## src/rtl/imm_ext_pipe.sv

```systemverilog
// imm_ext_pipe: two-stage immediate extractor/extender with valid/ready handshake.
// Stage 1 holds the extracted, extended field with its shift amount and error flag.
// Stage 2 holds the final shifted immediate presented to the consumer.
module imm_ext_pipe #(
  parameter int DATA_W  = 64,
  parameter int INSTR_W = 32
) (
  input  logic               clk,
  input  logic               reset,
  input  logic               in_valid,
  output logic               in_ready,
  input  logic [INSTR_W-1:0] instr,
  input  logic [2:0]         fmt,
  input  logic               flush,
  output logic               out_valid,
  input  logic               out_ready,
  output logic [DATA_W-1:0]  imm,
  output logic               err
);

  localparam logic [2:0] FMT_I  = 3'd0;
  localparam logic [2:0] FMT_D  = 3'd1;
  localparam logic [2:0] FMT_B  = 3'd2;
  localparam logic [2:0] FMT_CB = 3'd3;
  localparam logic [2:0] FMT_IW = 3'd4;

  logic [63:0]       w_ext64;
  logic [DATA_W-1:0] w_field;
  logic [5:0]        w_shamt;
  logic              w_err;
  logic              w_s1Advance;
  logic              w_accept;
  logic              w_unusedBits;

  logic              r_s1Valid;
  logic [DATA_W-1:0] r_s1Field;
  logic [5:0]        r_s1Shamt;
  logic              r_s1Err;

  logic              r_s2Valid;
  logic [DATA_W-1:0] r_imm;
  logic              r_err;

  // Decode the format: build the field at full 64-bit width, pick the shift, flag illegal cases.
  always_comb begin
    w_ext64 = '0;
    w_shamt = '0;
    w_err   = 1'b0;
    case (fmt)
      FMT_I:  w_ext64 = {52'b0, instr[21:10]};
      FMT_D:  w_ext64 = {{55{instr[20]}}, instr[20:12]};
      FMT_B: begin
        w_ext64 = {{38{instr[25]}}, instr[25:0]};
        w_shamt = 6'd2;
      end
      FMT_CB: begin
        w_ext64 = {{45{instr[23]}}, instr[23:5]};
        w_shamt = 6'd2;
      end
      FMT_IW: begin
        // A 32-bit datapath cannot hold halfword positions 2 and 3, so those become errors.
        if ((DATA_W == 32) && instr[22]) begin
          w_err = 1'b1;
        end else begin
          w_ext64 = {48'b0, instr[20:5]};
          w_shamt = {instr[22:21], 4'b0000};
        end
      end
      default: w_err = 1'b1;
    endcase
  end

  // Truncation to the datapath width happens here; instruction bits above 25 carry no immediate.
  assign w_field      = w_ext64[DATA_W-1:0];
  assign w_unusedBits = ^{instr[INSTR_W-1:26], w_ext64};

  // Stage 1 may move forward whenever stage 2 is empty or being drained this cycle.
  assign w_s1Advance = !r_s2Valid || out_ready;
  assign in_ready    = !reset && !flush && (!r_s1Valid || w_s1Advance);
  assign w_accept    = in_valid && in_ready;

  // Stage 1: capture the decoded field on accept, hold it while stage 2 is stalled.
  always_ff @(posedge clk or posedge reset) begin
    if (reset) begin
      r_s1Valid <= 1'b0;
      r_s1Field <= '0;
      r_s1Shamt <= '0;
      r_s1Err   <= 1'b0;
    end else if (flush) begin
      r_s1Valid <= 1'b0;
    end else if (!r_s1Valid || w_s1Advance) begin
      r_s1Valid <= w_accept;
      if (w_accept) begin
        r_s1Field <= w_field;
        r_s1Shamt <= w_shamt;
        r_s1Err   <= w_err;
      end
    end
  end

  // Stage 2: apply the shift and present the result; imm/err only change when stage 1 advances.
  always_ff @(posedge clk or posedge reset) begin
    if (reset) begin
      r_s2Valid <= 1'b0;
      r_imm     <= '0;
      r_err     <= 1'b0;
    end else if (flush) begin
      r_s2Valid <= 1'b0;
    end else if (w_s1Advance) begin
      r_s2Valid <= r_s1Valid;
      if (r_s1Valid) begin
        r_imm <= r_s1Field << r_s1Shamt;
        r_err <= r_s1Err;
      end
    end
  end

  assign out_valid = r_s2Valid;
  assign imm       = r_imm;
  assign err       = r_err;

endmodule
```

## config.mk

```make
export PLATFORM = sky130hd
export DESIGN_NAME = imm_ext_pipe
export DESIGN_NICKNAME = d
export VERILOG_FILES = /design/src/rtl/imm_ext_pipe.sv
export SDC_FILE = /design/constraint.sdc
export NUM_CORES = 1
export LEC_CHECK = 0
export ABC_AREA = 1
export CORE_MARGIN = 4
export CORE_UTILIZATION = 47
export DETAILED_ROUTE_END_ITERATION = 8
export PLACE_DENSITY = 0.77
export SYNTH_ARGS = -nofsm -noshare
export SYNTH_HDL_FRONTEND = slang
export SYNTH_SLANG_ARGS = --single-unit
```

## constraint.sdc

```tcl
create_clock -name clk -period 2.81 [get_ports clk]
set_input_delay 0.4215 -clock clk [delete_from_list [all_inputs] [get_ports clk]]
set_output_delay 0.4215 -clock clk [all_outputs]
set_load 0.05 [all_outputs]
```

==> results of run 1 <==
[Yosys cell counts, drive strengths merged]
cell type	number
a21oi	31
clkbuf	19
nand2	330
nand3	72
nor2	48
o21ai	53
dfrtp	97
o211ai	9
inv	34
buf	25
nand4	12
[per-stage QoR]
step,setup slack [ps],power (mW),hold WS [ps],util,std cells
after floorplan,1240,3.26,471,-,730
after global placement,462,3.95,463,0.578,937
after detailed placement,386,3.99,467,0.578,937
after CTS,405,4.95,490,0.598,952
after global routing,357,5.18,504,0.598,952
final,413,4.92,485,0.598,952
[cells by family (layout without fill, tap and decap cells)]
| logic type | Yosys count | count (layout) | share of synthesized area |
|---|---|---|---|
| buf+inv | 78 | 160 | 0.0670 |
| simple gates | 462 | 462 | 0.370 |
| flops | 97 | 97 | 0.466 |
| compound gates | 93 | 93 | 0.0973 |
[path summary, 6_finish.rpt]
kind	slack, ps	endpoint	cells after the start	from
worst max-delay path	410	in_ready	5	flush
worst min-delay path	480	imm[33]	2	imm[33]
worst max register to register	990	imm[21]	3	r_s1Shamt[5]
worst min register to register	480	imm[33]	2	imm[33]
max in group asynchronous	1840	imm[54]	3	reset
min in group asynchronous	580	imm[25]	3	reset
[worst register-to-register path: cells and delay by family (launching register included)]
kind                   cells  cell delay, ps
DFF                        1             610
buffers and inverters      1             320
AOI/OAI and AO/OA          1             200
and+or+nand+nor            1             530
[routing by layer]
layer | GRT usage | part of all wire
met1 | 0.319 | 0.45
met2 | 0.357 | 0.47
met3 | 0.0369 | 0.059
met4 | 0.0769 | 0.024
met5 | 0 | 0
[registers in the layout (all words and copies together) (netlist names)]
signal     flops
imm           64
r_s1Field     26
err            1
out_valid      1
r_s1Err        1
r_s1Shamt      3
r_s1Valid      1
[power by group through the flow]
stage               registers [mW]  logic (mW)  clock network [mW]
floorplan                     2.66       0.594                   0
global route                  1.92        2.22                1.04
CTS                           1.88        2.08               0.986
finish                        1.88        2.07               0.968
detailed placement            1.91        2.08                   0
global placement              1.89        2.06                   0
[layout make-up]
class                      instances  area share
multi-input combinational        555       0.376
inverter                          34      0.0211
clock inverter                     3      0.0100
clock buffer                      12      0.0224
sequential                        97       0.375
timing repair buffer             111       0.169
tap                              140      0.0270
[cell usage in the layout, fill, tap and decap left out, drive strengths merged]
cell type      synthesis  final
bufinv                 0      2
nor2                  48     48
nand4                 12     12
nand2                330    330
clkdlybuf4s50          0    100
clkinvlp               0      1
buf                   25     11
dfrtp                 97     97
clkinv                 0      1
nand3                 72     72
inv                   34     33
clkbuf                19     12
o21ai                 53     53
o211ai                 9      9
a21oi                 31     31
==> summary.txt, run 1 <==
Outcome
  – Status: finished, final reports clean

Logic synthesis
  – Mapped Area: 5210 sq um
  – Synth warn: 0
  – Seq/Total Area, Yosys: 0.466
  – Synthesized flop and latch total: 97
  – Largest cells by area after synthesis: dfrtp_1 47%, nand2_1 23%, nand3_1 6.9%
  – Netlist cell types: 26
  – Post-Syn Nets: 770
  – Post-Syn Area per Cell: 7.14 sq um
  – Post-synth top area cell: dfrtp_1
  – Synth Instances: 730
  – Share of the synthesized area in the top cell type: 0.466

Clocking
  – CTS Root Cell: clkbuf_8
  – CTS buffer count: 9
  – H-tree depth: 3
  – Clock sink total: 97
  – Clock slew seen by the registers of the worst setup and hold paths: 80 ps
  – CTS tree: built
  – Post-CTS setup buffer count: 0
  – CTS Hold Bufs: 0
  – Clk_lat worst skew: 360 ps
  – Post-CTS Resized: 0
  – Clock buffer depth: 2

Placed design
  – Placed wire-length estimate: 10.4 mm
  – Placed instance area: 6270 sq um
  – Port Buf Inserts: 100
  – Gpl congestion: 0.938

Power and ir drop
  – Combinational share of power: 0.421
  – Power per cell area: 760 nW/um^2
  – P_int: 2.86 mW
  – Leakage: 3.18 nW
  – Sequential power share: 0.382
  – Sw Share: 0.418
  – NetSw: 2.06 mW
  – Peak VDD IR: 0.439 mV
  – Clock power frac: 0.197

STA
  – Fmax: 417 MHz
  – Final setup TNS: 0 ps
  – # setup viols final: 0
  – Worst Skew: 9.10 ps
  – Slew Viols, Final: 0
  – Relative slew margins: 0.422
  – Worst Max-Slew Pin Slew: 866 ps
  – RSZ-0062 raised after global routing: false
  – Final worst path period share: 0.853
  – Final hold violations: 0
  – Min Tclk post-route: 2400 ps

Detailed routing
  – Detailed Route Iter0 Violations: 358
  – DRC errors left: 0
  – Antenna-violating nets left: 0
  – First-pass iteration count of the detailed router: 5
  – Vias per cell: 5.33
  – WL/cell: 14.7 um
  – Final wirelength: 14.0 mm
  – Total number of vias: 5074

Worst setup path
  – CP arrival: 1980 ps
  – CP Launch Type: primary input
  – WP data required: 2390 ps
  – CP bufs+invs: 3
  – Most frequent cell on the critical path: clkdlybuf4s50_1
  – CP Capture Type: output pin
  – Top delay family on crit path: buffers and inverters
  – Crit Path Class: in2out
  – CP max stage delay: 790 ps
  – Crit Path Max Fanout: 4
  – Slowest stage cell on the critical path: clkdlybuf4s50_1
  – CP cell instances: clkdlybuf4s50_1, nor2_1, nand2_1, inv_1, clkdlybuf4s50_1

Final layout
  – Sequential Area: 2430 sq um
  – # diodes: 0
  – Final #Nets: 848
  – Post-Layout Inst Area: 6480 sq um
  – Fill cells: 1019
  – Multi-input gate area: 2430 sq um
  – Area growth syn-to-layout: 24.4%
  – Share of cells above drive strength 1: 0.0517

Die
  – Die Wd: 113 um
  – Die extent in y: 113 um
  – Site row count: 38
  – Full die area: 12800 sq um
  – I/O pin cnt: 107
  – Initial core utilization: 0.480
  – Core region area: 10800 sq um

GRT
  – Vias in the first global route: 4817
  – Initial antenna violation count: 0
  – Gr usage total: 0.227
  – First-pass GRT wire length: 23.7 mm
  – Largest net degree at the start of global routing: 98
  – GRT overflow: 0

Flow run
  – Max-cap violation count: 0

Hold path
  – Worst Hold Class: reg2reg
Note: power is estimated with default switching activity, not from simulation.
==> run 2, diff against run 1 <==
--- a/config.mk
+++ b/config.mk
@@ -6,6 +6,7 @@
 export NUM_CORES = 1
 export LEC_CHECK = 0
 export ABC_AREA = 1
+export CORE_ASPECT_RATIO = 0.6
 export CORE_MARGIN = 4
 export CORE_UTILIZATION = 47
 export DETAILED_ROUTE_END_ITERATION = 8
==> run 2 against run 1 <==
Compared with the run above:
- core utilization increased by 1.8 points
- register-to-register slack got worse by 100 ps
- sequential share of layout area decreased by 0.63 points
- critical path type unchanged
==> summary.txt, run 2 (synthesis results as in run 1) <==
Outcome
  – Status: finished, final reports clean

STA
  – # setup viols final: 0
  – Worst Max-Slew Pin Slew: 1040 ps
  – Final worst path period share: 0.859
  – Final setup TNS: 0 ps
  – Final hold violations: 0
  – Fmax: 414 MHz
  – Worst Skew: 5.08 ps
  – WHS: 482 ps
  – Slew Viols, Final: 0
  – RSZ-0062 raised after global routing: false
  – Min Tclk post-route: 2410 ps
  – Relative slew margins: 0.309

Detailed routing
  – Total number of vias: 5208
  – DRC errors left: 0
  – Vias per cell: 5.47
  – WL/cell: 16.3 um
  – Detailed Route Iter0 Violations: 633
  – Antenna-violating nets left: 0
  – Final wirelength: 15.5 mm
  – First-pass iteration count of the detailed router: 5

GRT
  – Gr usage total: 0.251
  – Initial antenna violation count: 0
  – GRT overflow: 0
  – Largest net degree at the start of global routing: 98
  – Vias in the first global route: 4896
  – First-pass GRT wire length: 25.2 mm

Worst setup path
  – Crit Path Max Fanout: 4
  – CP arrival: 1990 ps
  – CP Capture Type: output pin
  – WP data required: 2390 ps
  – CP Launch Type: primary input
  – Crit Path Class: in2out

Final layout
  – Area growth syn-to-layout: 26.5%
  – Max reg flops: 64
  – Final #Nets: 848
  – Most common cell after layout, fill and taps aside: nand2_1
  – # diodes: 0
  – Most frequent cells in the layout: 326 x nand2_1, 100 x clkdlybuf4s50_1, 97 x dfrtp_1
  – Share of cells above drive strength 1: 0.0554

Die
  – Initial core utilization: 0.487
  – Full die area: 12900 sq um
  – Core region area: 10700 sq um
  – Die Wd: 144 um
  – I/O pin cnt: 107
  – Die extent in y: 89.5 um
  – Site row count: 29

Hold path
  – Worst Hold Class: reg2reg

Clocking
  – CTS Hold Bufs: 0
  – Post-CTS Resized: 0
  – CTS buffer count: 9
  – Clock slew seen by the registers of the worst setup and hold paths: 70 ps
  – Post-CTS setup buffer count: 0
  – CTS Root Cell: clkbuf_16
  – CTS tree: built
  – H-tree depth: 3
  – Clock sink total: 97
  – Clock buffer depth: 2
  – Clk_lat worst skew: 350 ps

Power and ir drop
  – Sequential power share: 0.358
  – P_int: 3.05 mW
  – Power per cell area: 800 nW/um^2
  – Clock power frac: 0.242
  – Combinational share of power: 0.400
  – NetSw: 2.22 mW
  – Leakage: 3.23 nW
  – Sw Share: 0.421
  – Peak VDD IR: 0.541 mV

Placed design
  – Port Buf Inserts: 100
  – Gpl congestion: 0.919
  – Placed wire-length estimate: 11.0 mm

Flow run
  – Max-cap violation count: 0
run 2: cell count changes in the layout (fill, tap and decap cells not counted), moves of 2 or more:
cell	delta
clkbuf_16	+9
clkbuf_8	-10
inv_8	+2
clkbuf_1	-2
clkinvlp_4	+2
run 2: area by class of cell:
type	instances	area, sq um
fill	948	4120
multi-input combinational	555	2430
sequential	97	2430
timing repair buffer	111	1110
clock buffer	9	225
tap	139	174
inverter	34	136
clock inverter	7	85.1
run 2: through the flow:
| stage | cell area [sq um] | util | total power [mW] | std cells | worst slack [ps] |
|---|---|---|---|---|---|
| 2_1_floorplan | 5210 | - | 3.26 | 730 | 1240 |
| 4_1_cts | 6590 | 0.616 | 5.29 | 952 | 387 |
| 6_report | 6590 | 0.616 | 5.27 | 952 | 396 |
| 5_1_grt | 6590 | 0.616 | 5.53 | 952 | 307 |
| 3_5_place_dp | 6280 | 0.587 | 4.00 | 936 | 393 |
| 3_3_place_gp | 6280 | 0.587 | 3.97 | 936 | 432 |
run 2: layer usage:
layer / up-vias / wire length [um] / GRT usage
li1: 2499 / - / -
met1: 2467 / 7620 / 0.388
met2: 220 / 6600 / 0.371
met3: 22 / 1080 / 0.0454
met4: 0 / 207 / 0.0521
met5: - / 0 / 0
run 2: power by group through the flow:
stage / clock (mW) / combinational [mW] / sequential (mW)
6_report: 1.28 / 2.11 / 1.89
3_5_place_dp: 0 / 2.10 / 1.90
3_3_place_gp: 0 / 2.08 / 1.89
5_1_grt: 1.35 / 2.26 / 1.92
2_1_floorplan: 0 / 0.594 / 2.66
4_1_cts: 1.30 / 2.11 / 1.88
run 2: worst paths after layout:
check	from	end	slack (ps)	cells after the start
setup / recovery	flush	in_ready	400	5
setup reg to reg	r_s1Shamt[5]	imm[42]	890	4
hold reg to reg	imm[37]	imm[37]	480	2
max in group asynchronous	reset	imm[49]	1790	3
hold / removal	imm[37]	imm[37]	480	2
min in group asynchronous	reset	out_valid	550	3
run 2: critical path, cell delays in order:
cell and delay (ps):
clkdlybuf4s50_1 470, nor2_1 160, nand2_1 90, inv_1 50, clkdlybuf4s50_1 790
